$ cat src/rtl/switch_input_port.sv
// Switch/key input port: two-flop synchroniser, per-bit debounce, edge capture and an Avalon-MM slave with a level IRQ.
// Debounce counters exist only when SWITCH_INPUT_PORT_DEBOUNCE_EN is defined; otherwise the synchronised input is taken every cycle.
module switch_input_port #(
    parameter int WIDTH           = 10,
    parameter int DEBOUNCE_CYCLES = 500000,
    parameter int EDGE_TYPE       = 0
) (
    input  logic             iCLK_50,
    input  logic             iRST,
    input  logic [WIDTH-1:0] iSW,
    input  logic [1:0]       iADDRESS,
    input  logic             iREAD,
    input  logic             iWRITE,
    input  logic [31:0]      iWRITEDATA,
    output logic [31:0]      oREADDATA,
    output logic             oIRQ,
    output logic [WIDTH-1:0] oLEVEL
);

    logic [WIDTH-1:0] sync1;
    logic [WIDTH-1:0] sync2;
    logic [WIDTH-1:0] stable;
    logic [WIDTH-1:0] stableNext;
    logic [WIDTH-1:0] edgeCapture;
    logic [WIDTH-1:0] irqMask;
    logic [WIDTH-1:0] riseEv;
    logic [WIDTH-1:0] fallEv;
    logic [WIDTH-1:0] setMask;
    logic [WIDTH-1:0] clearMask;
    logic [31:0]      readMux;
    logic             unusedWriteBits;

`ifdef SWITCH_INPUT_PORT_DEBOUNCE_EN
    localparam int CW = $clog2(DEBOUNCE_CYCLES);
    localparam logic [CW-1:0] CMAX = CW'(DEBOUNCE_CYCLES - 1);

    logic [CW-1:0] count     [WIDTH];
    logic [CW-1:0] countNext [WIDTH];

    // A sample equal to the accepted level restarts the count, so glitches never accumulate.
    always_comb begin
        stableNext = stable;
        for (int unsigned i = 0; i < WIDTH; i++) begin
            countNext[i] = '0;
            if (sync2[i] != stable[i]) begin
                if (count[i] == CMAX) begin
                    stableNext[i] = sync2[i];
                end else begin
                    countNext[i] = count[i] + 1'b1;
                end
            end
        end
    end

    always_ff @(posedge iCLK_50) begin
        if (iRST) begin
            for (int unsigned i = 0; i < WIDTH; i++) begin
                count[i] <= '0;
            end
        end else begin
            count <= countNext;
        end
    end
`else
    localparam int unusedDebounceCycles = DEBOUNCE_CYCLES;

    always_comb begin
        stableNext = sync2;
    end
`endif

    always_comb begin
        riseEv = stableNext & ~stable;
        fallEv = ~stableNext & stable;
        case (EDGE_TYPE)
            0:       setMask = riseEv;
            1:       setMask = fallEv;
            default: setMask = riseEv | fallEv;
        endcase
    end

    always_comb begin
        clearMask = '0;
        if (iWRITE && iADDRESS == 2'd2) begin
            clearMask = iWRITEDATA[WIDTH-1:0];
        end
    end

    always_comb begin
        readMux = '0;
        case (iADDRESS)
            2'd0: readMux[WIDTH-1:0] = stable;
            2'd1: readMux[WIDTH-1:0] = irqMask;
            2'd2: readMux[WIDTH-1:0] = edgeCapture;
            default: readMux[WIDTH-1:0] = sync2;
        endcase
    end

    assign unusedWriteBits = ^iWRITEDATA;

    always_ff @(posedge iCLK_50) begin
        if (iRST) begin
            sync1       <= '0;
            sync2       <= '0;
            stable      <= '0;
            edgeCapture <= '0;
            irqMask     <= '0;
            oREADDATA   <= '0;
        end else begin
            sync1  <= iSW;
            sync2  <= sync1;
            stable <= stableNext;
            // Set is OR-ed after the clear so a fresh edge survives a same-cycle W1C.
            edgeCapture <= (edgeCapture & ~clearMask) | setMask;
            if (iWRITE && iADDRESS == 2'd1) begin
                irqMask <= iWRITEDATA[WIDTH-1:0];
            end
            if (iREAD) begin
                oREADDATA <= readMux;
            end
        end
    end

    assign oIRQ   = |(edgeCapture & irqMask);
    assign oLEVEL = stable;

endmodule

$ cat config.mk
export PLATFORM = sky130hd
export DESIGN_NAME = switch_input_port
export DESIGN_NICKNAME = d
export VERILOG_FILES = /design/src/rtl/switch_input_port.sv
export SDC_FILE = /design/constraint.sdc
export NUM_CORES = 1
export LEC_CHECK = 0
export ABC_CLOCK_PERIOD_IN_PS = 2400
export CORE_MARGIN = 2
export CORE_UTILIZATION = 47
export DETAILED_ROUTE_END_ITERATION = 12
export GPL_TIMING_DRIVEN = 0
export PLACE_DENSITY = 0.88
export RECOVER_POWER = 50
export SYNTH_ARGS = -nofsm -noshare
export SYNTH_HDL_FRONTEND = slang
export SYNTH_SLANG_ARGS = --single-unit
$ cat constraint.sdc
create_clock -name iCLK_50 -period 2.4 [get_ports iCLK_50]
set_input_delay 0.72 -clock iCLK_50 [delete_from_list [all_inputs] [get_ports iCLK_50]]
set_output_delay 0.72 -clock iCLK_50 [all_outputs]
set_load 0.01 [all_outputs]
==> results of run 1 <==
path summary, 6_finish.rpt:
path | from | to | cells past startpoint
hold reg to reg | sync1[4]$_SDFF_PP0_ | stableNext[4]$_SDFF_PP0_ | 1
setup reg to reg | oLEVEL[9]$_SDFF_PP0_ | oREADDATA[9]$_SDFFE_PP0P_ | 3
hold / removal | sync1[4]$_SDFF_PP0_ | stableNext[4]$_SDFF_PP0_ | 1
setup / recovery | edgeCapture[6]$_SDFF_PP0_ | oIRQ | 4
kinds of logic after synthesis:
family / count (synthesis)
AND/OR/NAND/NOR: 63
flip-flops: 60
buffers and inverters: 43
multiplexers: 30
AO/OA/AOI/OAI: 25
other: 1
stage by stage:
step	utilization	cells	worst slack, ns	instance area [sq um]
after floorplan	-	243	0.754	2460
after global placement	0.620	354	0.0576	2990
after detailed placement	0.620	354	0.00533	2990
after CTS	0.656	368	0.0842	3160
after global routing	0.654	368	0.0241	3150
final	0.654	368	0.114	3150
per-layer routing:
layer  part of all wire  up-vias  global-route usage  routed length [microns]
met1               0.43      776               0.205                     2030
met3              0.070        4              0.0669                      334
met2               0.49       67               0.306                     2320
met4              0.011        0              0.0994                       51
li1                   -      848                   -                        -
met5                  0        -                   0                        0
critical path, cell delays in order, from the launching register on:
cell           delay [ns]
dfxtp_1              0.33
a22o_1               0.23
a221oi_1             0.23
nand4_1              0.14
dlygate4sd2_1        0.30
sequential cells by signal, indices dropped and copies added, names as in the netlist:
| name | flops |
|---|---|
| oLEVEL | 10 |
| edgeCapture | 10 |
| irqMask | 10 |
| oREADDATA | 10 |
| stableNext | 10 |
| sync1 | 10 |
repair_timing:
| action | 4_1_cts | 5_1_grt |
|---|---|---|
| hold buffers | 0 | 0 |
| gates resized for setup | 1 | 0 |
| endpoints found under the setup margin | 1 | 0 |
| setup buffers | 0 | 0 |
placed cells by master (no fill, tap or decap):
cell type,count
a22oi_1,3
nand2b_1,10
nor2b_1,30
clkinv_2,2
nand3b_1,2
clkbuf_8,12
conb_1,22
dlygate4sd2_1,1
clkdlybuf4s50_1,41
a22o_1,1
mux2i_1,20
clkbuf_1,8
buf_2,1
nor2_1,20
mux4_1,2
nand4_1,1
buf_4,22
dfxtp_1,60
mux4_2,8
inv_1,10
dlygate4sd3_1,2
clkbuf_2,2
a21oi_1,10
a221oi_1,1
o21ai_0,10
power breakdown:
part	switching [uW]	total (uW)	internal (uW)
Combinational	95.9	220	125
Sequential	22.0	1060	1040
Clock	349	793	444
Total	467	2070	1600
cell type report:
class,instances,area [sq um],share of cell area
Inverter,10,37.5,0.0119
Multi-Input combinational cell,140,1000,0.318
Clock inverter,2,10.0,0.00318
Tap cell,67,83.8,0.0266
Clock buffer,12,165,0.0524
Timing Repair Buffer,44,439,0.139
Buffer,33,210,0.0667
Sequential cell,60,1200,0.381
==> run metrics, run 1 <==
status=completed; XOR/XNOR Fraction of Synth Area=0; top-count cell post-synth=dfxtp_1; WP data arrival=1.57 ns; initial antenna violation count=0; Mapped Area=2380 sq um; Post-DRT Antenna Nets=0; die area=5650 sq um; clock transition time at the flip-flop clock pins of the worst setup and hold paths=0.06 ns; Post-Synth Adder-Cell Area=0; setup TNS=0 ns; GP Congestion=0.821; share of cells above drive strength 1=0.156; max frequency=437 MHz; FF+latch count, synth=60; critical path class=flip-flop to output port; Compound-Gate Fraction of Synth Area=0.0588; Worst Setup End Kind=output port; Area growth syn-to-layout=32.2%; Die Span Y=75.2 microns; TritonCTS clock tree=built; Clock Path Buffers=2; Tmin final=2.29 ns; Peak VDD IR=0.000377 V; pwr dens=658 nW/um^2; cts bufs inserted=9; Area contributors post-synth=dfxtp_1, mux2i_1, nor2b_1, mux4_2, buf_4; drc violations=0; register area share after synthesis=0.504; Starting Density=0.495; # clock sinks=60; Routed WL per cell=12.9 microns; count of nets after finishing=346; # IOs=91; Post-synth EDFFs=0; Worst Path Required=1.68 ns; Max-Cap Viols=0; pin count of the biggest net entering global routing=11; GRT Overall Usage=0.184; Std-Cell Rows=25; Die W=75.2 microns; via count=1695; filler instances=408; P_leak=0.00140 uW; share of the synthesized area in the top cell type=0.504; list of most frequent post-synthesis cells=dfxtp_1, nor2b_1, buf_4; drt first pass iters=4; RSZ-0062 raised after global routing=no; simple-gate share of the synthesized area=0.145; CTS root buf=clkbuf_8; Syn Inst Count=222; PortBufs=44; Synth area leader=dfxtp_1; first-pass GRT wire length=7310 microns; main combinational cell family by area after synthesis=multiplexers; Final Max Slew Viols=0; Hold/Removal Path Class=flip-flop to flip-flop; drt first-iter violations=85; core region area=4820 sq um; multiplexer share of the synthesized area=0.182; Synth Warn #=0; predominant post-synthesis flop cell=dfxtp_1; Final Cycle Share=0.953; worst slew pin tran=0.640 ns; endpoints failing setup=0; hold violation count in the final report=0; normalized max-slew margin=0.573; WHS=0.432 ns; Yosys cell types=20; Pwr Total=2070 uW; startpoint class of the critical path=flip-flop; r2r setup slk=1.22 ns; clk_lat worst skew=0.32 ns; synthesized area per cell=10.7 sq um; Antenna diodes=0; via-per-instance ratio=4.61; GR Overflow Total=0; Post-synth ARST share=0; Layout Skew=0.00577 ns; H-tree depth=3; Total Wirelength=4740 microns; post-DP HPWL=3400 microns; CP Max Fanout=3; vias in the first global route=1618
Power figures use the tool's default switching activity.
==> run 2: changes to the inputs <==
--- a/config.mk
+++ b/config.mk
@@ -8,10 +8,12 @@
 export ABC_CLOCK_PERIOD_IN_PS = 2400
 export CORE_MARGIN = 2
 export CORE_UTILIZATION = 47
+export CTS_CLUSTER_SIZE = 8
 export DETAILED_ROUTE_END_ITERATION = 12
 export GPL_TIMING_DRIVEN = 0
 export PLACE_DENSITY = 0.88
 export RECOVER_POWER = 50
+export REMOVE_ABC_BUFFERS = 1
 export SYNTH_ARGS = -nofsm -noshare
 export SYNTH_HDL_FRONTEND = slang
 export SYNTH_SLANG_ARGS = --single-unit
==> run metrics, run 2 (synthesis results as in run 1) <==
post-DP HPWL=3020 microns (was 3400 microns); die area=5650 sq um (unchanged); P_leak=0.00131 uW (was 0.00140 uW); Clock Path Buffers=2 (unchanged); Hold/Removal Path Class=flip-flop to flip-flop (unchanged); endpoints failing setup=0 (unchanged); Layout Skew=0.00549 ns (was 0.00577 ns); via-per-instance ratio=4.68 (was 4.61); GP Congestion=0.781 (was 0.821); startpoint class of the critical path=flip-flop (unchanged); reg2reg end=oREADDATA[0]$_SDFFE_PP0P_ (was oREADDATA[9]$_SDFFE_PP0P_); # clock sinks=60 (unchanged); GR Overflow Total=0 (unchanged); count of nets after finishing=318 (was 346); Tmin final=2.31 ns (was 2.29 ns); drc violations=0 (unchanged); combinational fraction of design power=0.085 (was 0.106); critical path class=flip-flop to output port (unchanged); filler instances=429 (was 408); H-tree depth=3 (unchanged); Final Cycle Share=0.962 (was 0.953); Worst Path Required=1.68 ns (about the same); clk_lat worst skew=0.33 ns (was 0.32 ns); setup TNS=0 ns (unchanged); Switching Share=0.214 (was 0.225); Total Wirelength=4530 microns (was 4740 microns); GRT Overall Usage=0.181 (was 0.184); # IOs=91 (unchanged); RSZ-0062 raised after global routing=no (unchanged); clock transition time at the flip-flop clock pins of the worst setup and hold paths=0.06 ns (about the same); drt first-iter violations=39 (was 85); r2r setup slk=1.25 ns (was 1.22 ns); CTS hold repair buffers=0 (unchanged); PortBufs=46 (was 44); WP data arrival=1.59 ns (was 1.57 ns); core region area=4820 sq um (unchanged); Final Max Slew Viols=0 (unchanged); Area growth syn-to-layout=26.8% (was 32.2%); P_sw=476 uW (was 467 uW); via count=1602 (was 1695); cts bufs inserted=9 (unchanged); CTS root buf=clkbuf_8 (unchanged); first-pass GRT wire length=7230 microns (was 7310 microns); TritonCTS clock tree=built (unchanged); R2R depth=3 (unchanged); hold path depth=1 (unchanged); CP Max Fanout=3 (unchanged); max frequency=433 MHz (was 437 MHz); hold_sp=sync1[7]$_SDFF_PP0_ (was sync1[4]$_SDFF_PP0_); Max-Cap Viols=0 (unchanged); reg2reg start=edgeCapture[0]$_SDFF_PP0_ (was oLEVEL[9]$_SDFF_PP0_); WHS=0.433 ns (was 0.432 ns); most frequent cells in the layout=dfxtp_1, clkdlybuf4s50_1, nor2b_1 (unchanged); Antenna diodes=0 (unchanged); Std-Cell Rows=25 (unchanged); Peak VDD IR=0.000394 V (was 0.000377 V); Die W=75.2 microns (unchanged); normalized max-slew margin=0.460 (was 0.573); Worst Hold End=stableNext[7]$_SDFF_PP0_ (was stableNext[4]$_SDFF_PP0_); Starting Density=0.495 (unchanged); Internal Pwr Total=1740 uW (was 1600 uW); Clock power frac=0.438 (was 0.383); most common cell after layout, fill and taps aside=dfxtp_1 (unchanged); Post-DRT Antenna Nets=0 (unchanged); sequential power share=0.476 (was 0.511); initial antenna violation count=0 (unchanged); drt first pass iters=4 (unchanged); Worst Setup End Kind=output port (unchanged); Routed WL per cell=13.2 microns (was 12.9 microns); share of cells above drive strength 1=0.0873 (was 0.156); Die Span Y=75.2 microns (unchanged); hold violation count in the final report=0 (unchanged); worst slew pin tran=0.810 ns (was 0.640 ns); vias in the first global route=1548 (was 1618); status=completed (unchanged); pin count of the biggest net entering global routing=53 (was 11); pwr dens=735 nW/um^2 (was 658 nW/um^2)
## run 2: worst max path at each step
| stage | start | end | slack [ns] | depth (start not counted) |
|---|---|---|---|---|
| 2_1_floorplan | edgeCapture[6]$_SDFF_PP0_ | oIRQ | 0.80 | 3 |
| 3_3_place_gp | iRST | oREADDATA[0]$_SDFFE_PP0P_ | -0.56 | 2 |
| 3_5_place_dp | iADDRESS[1] | irqMask[9]$_SDFFE_PP0P_ | -0.47 | 4 |
| 4_1_cts | edgeCapture[6]$_SDFF_PP0_ | oIRQ | 0.08 | 4 |
| 5_1_grt | edgeCapture[6]$_SDFF_PP0_ | oIRQ | 0.05 | 4 |
| 6_report | edgeCapture[6]$_SDFF_PP0_ | oIRQ | 0.09 | 4 |
## run 2: power by group through the flow
stage	combinational (uW)	sequential, uW	clock, uW
floorplan	84.8	1080	0
global placement	185	1080	0
detailed placement	192	1080	0
CTS	193	1060	997
global route	208	1060	1040
finish	190	1060	973
## run 2: timing repair
item,4_1_cts,5_1_grt
endpoints found under the hold margin,0,0
setup buffers,2,0
endpoints found under the setup margin,14,0
resized for setup,2,0
## run 2: final cells by class
type | count | area [sq um] | area share
Sequential cell | 60 | 1200 | 0.398
Multi-Input combinational cell | 140 | 1000 | 0.332
Timing Repair Buffer | 49 | 479 | 0.159
Clock buffer | 11 | 141 | 0.0468
Tap cell | 67 | 83.8 | 0.0278
Clock inverter | 5 | 75.1 | 0.0249
Inverter | 10 | 37.5 | 0.0124
## run 2: per-layer routing
layer | GRT usage | vias up | part of all wire
li1 | - | 798 | -
met5 | 0 | - | 0
met3 | 0.0549 | 6 | 0.056
met1 | 0.208 | 748 | 0.43
met2 | 0.298 | 50 | 0.50
met4 | 0.103 | 0 | 0.012
## run 2: stage by stage
step	utilization	worst slack, ns	total power [uW]	instance area (sq um)	cells
2_1_floorplan	-	0.801	1160	2240	210
3_3_place_gp	0.578	-0.558	1260	2790	323
3_5_place_dp	0.581	-0.468	1270	2800	324
4_1_cts	0.629	0.0763	2250	3030	342
5_1_grt	0.627	0.0500	2310	3020	342
6_report	0.627	0.0919	2220	3020	342
## run 2: worst max-delay path, cell delays in order (launching register included)
cell and delay, ns:
dfxtp_1 0.32, a22o_1 0.24, a221oi_1 0.25, nand4_1 0.14, dlygate4sd2_1 0.30
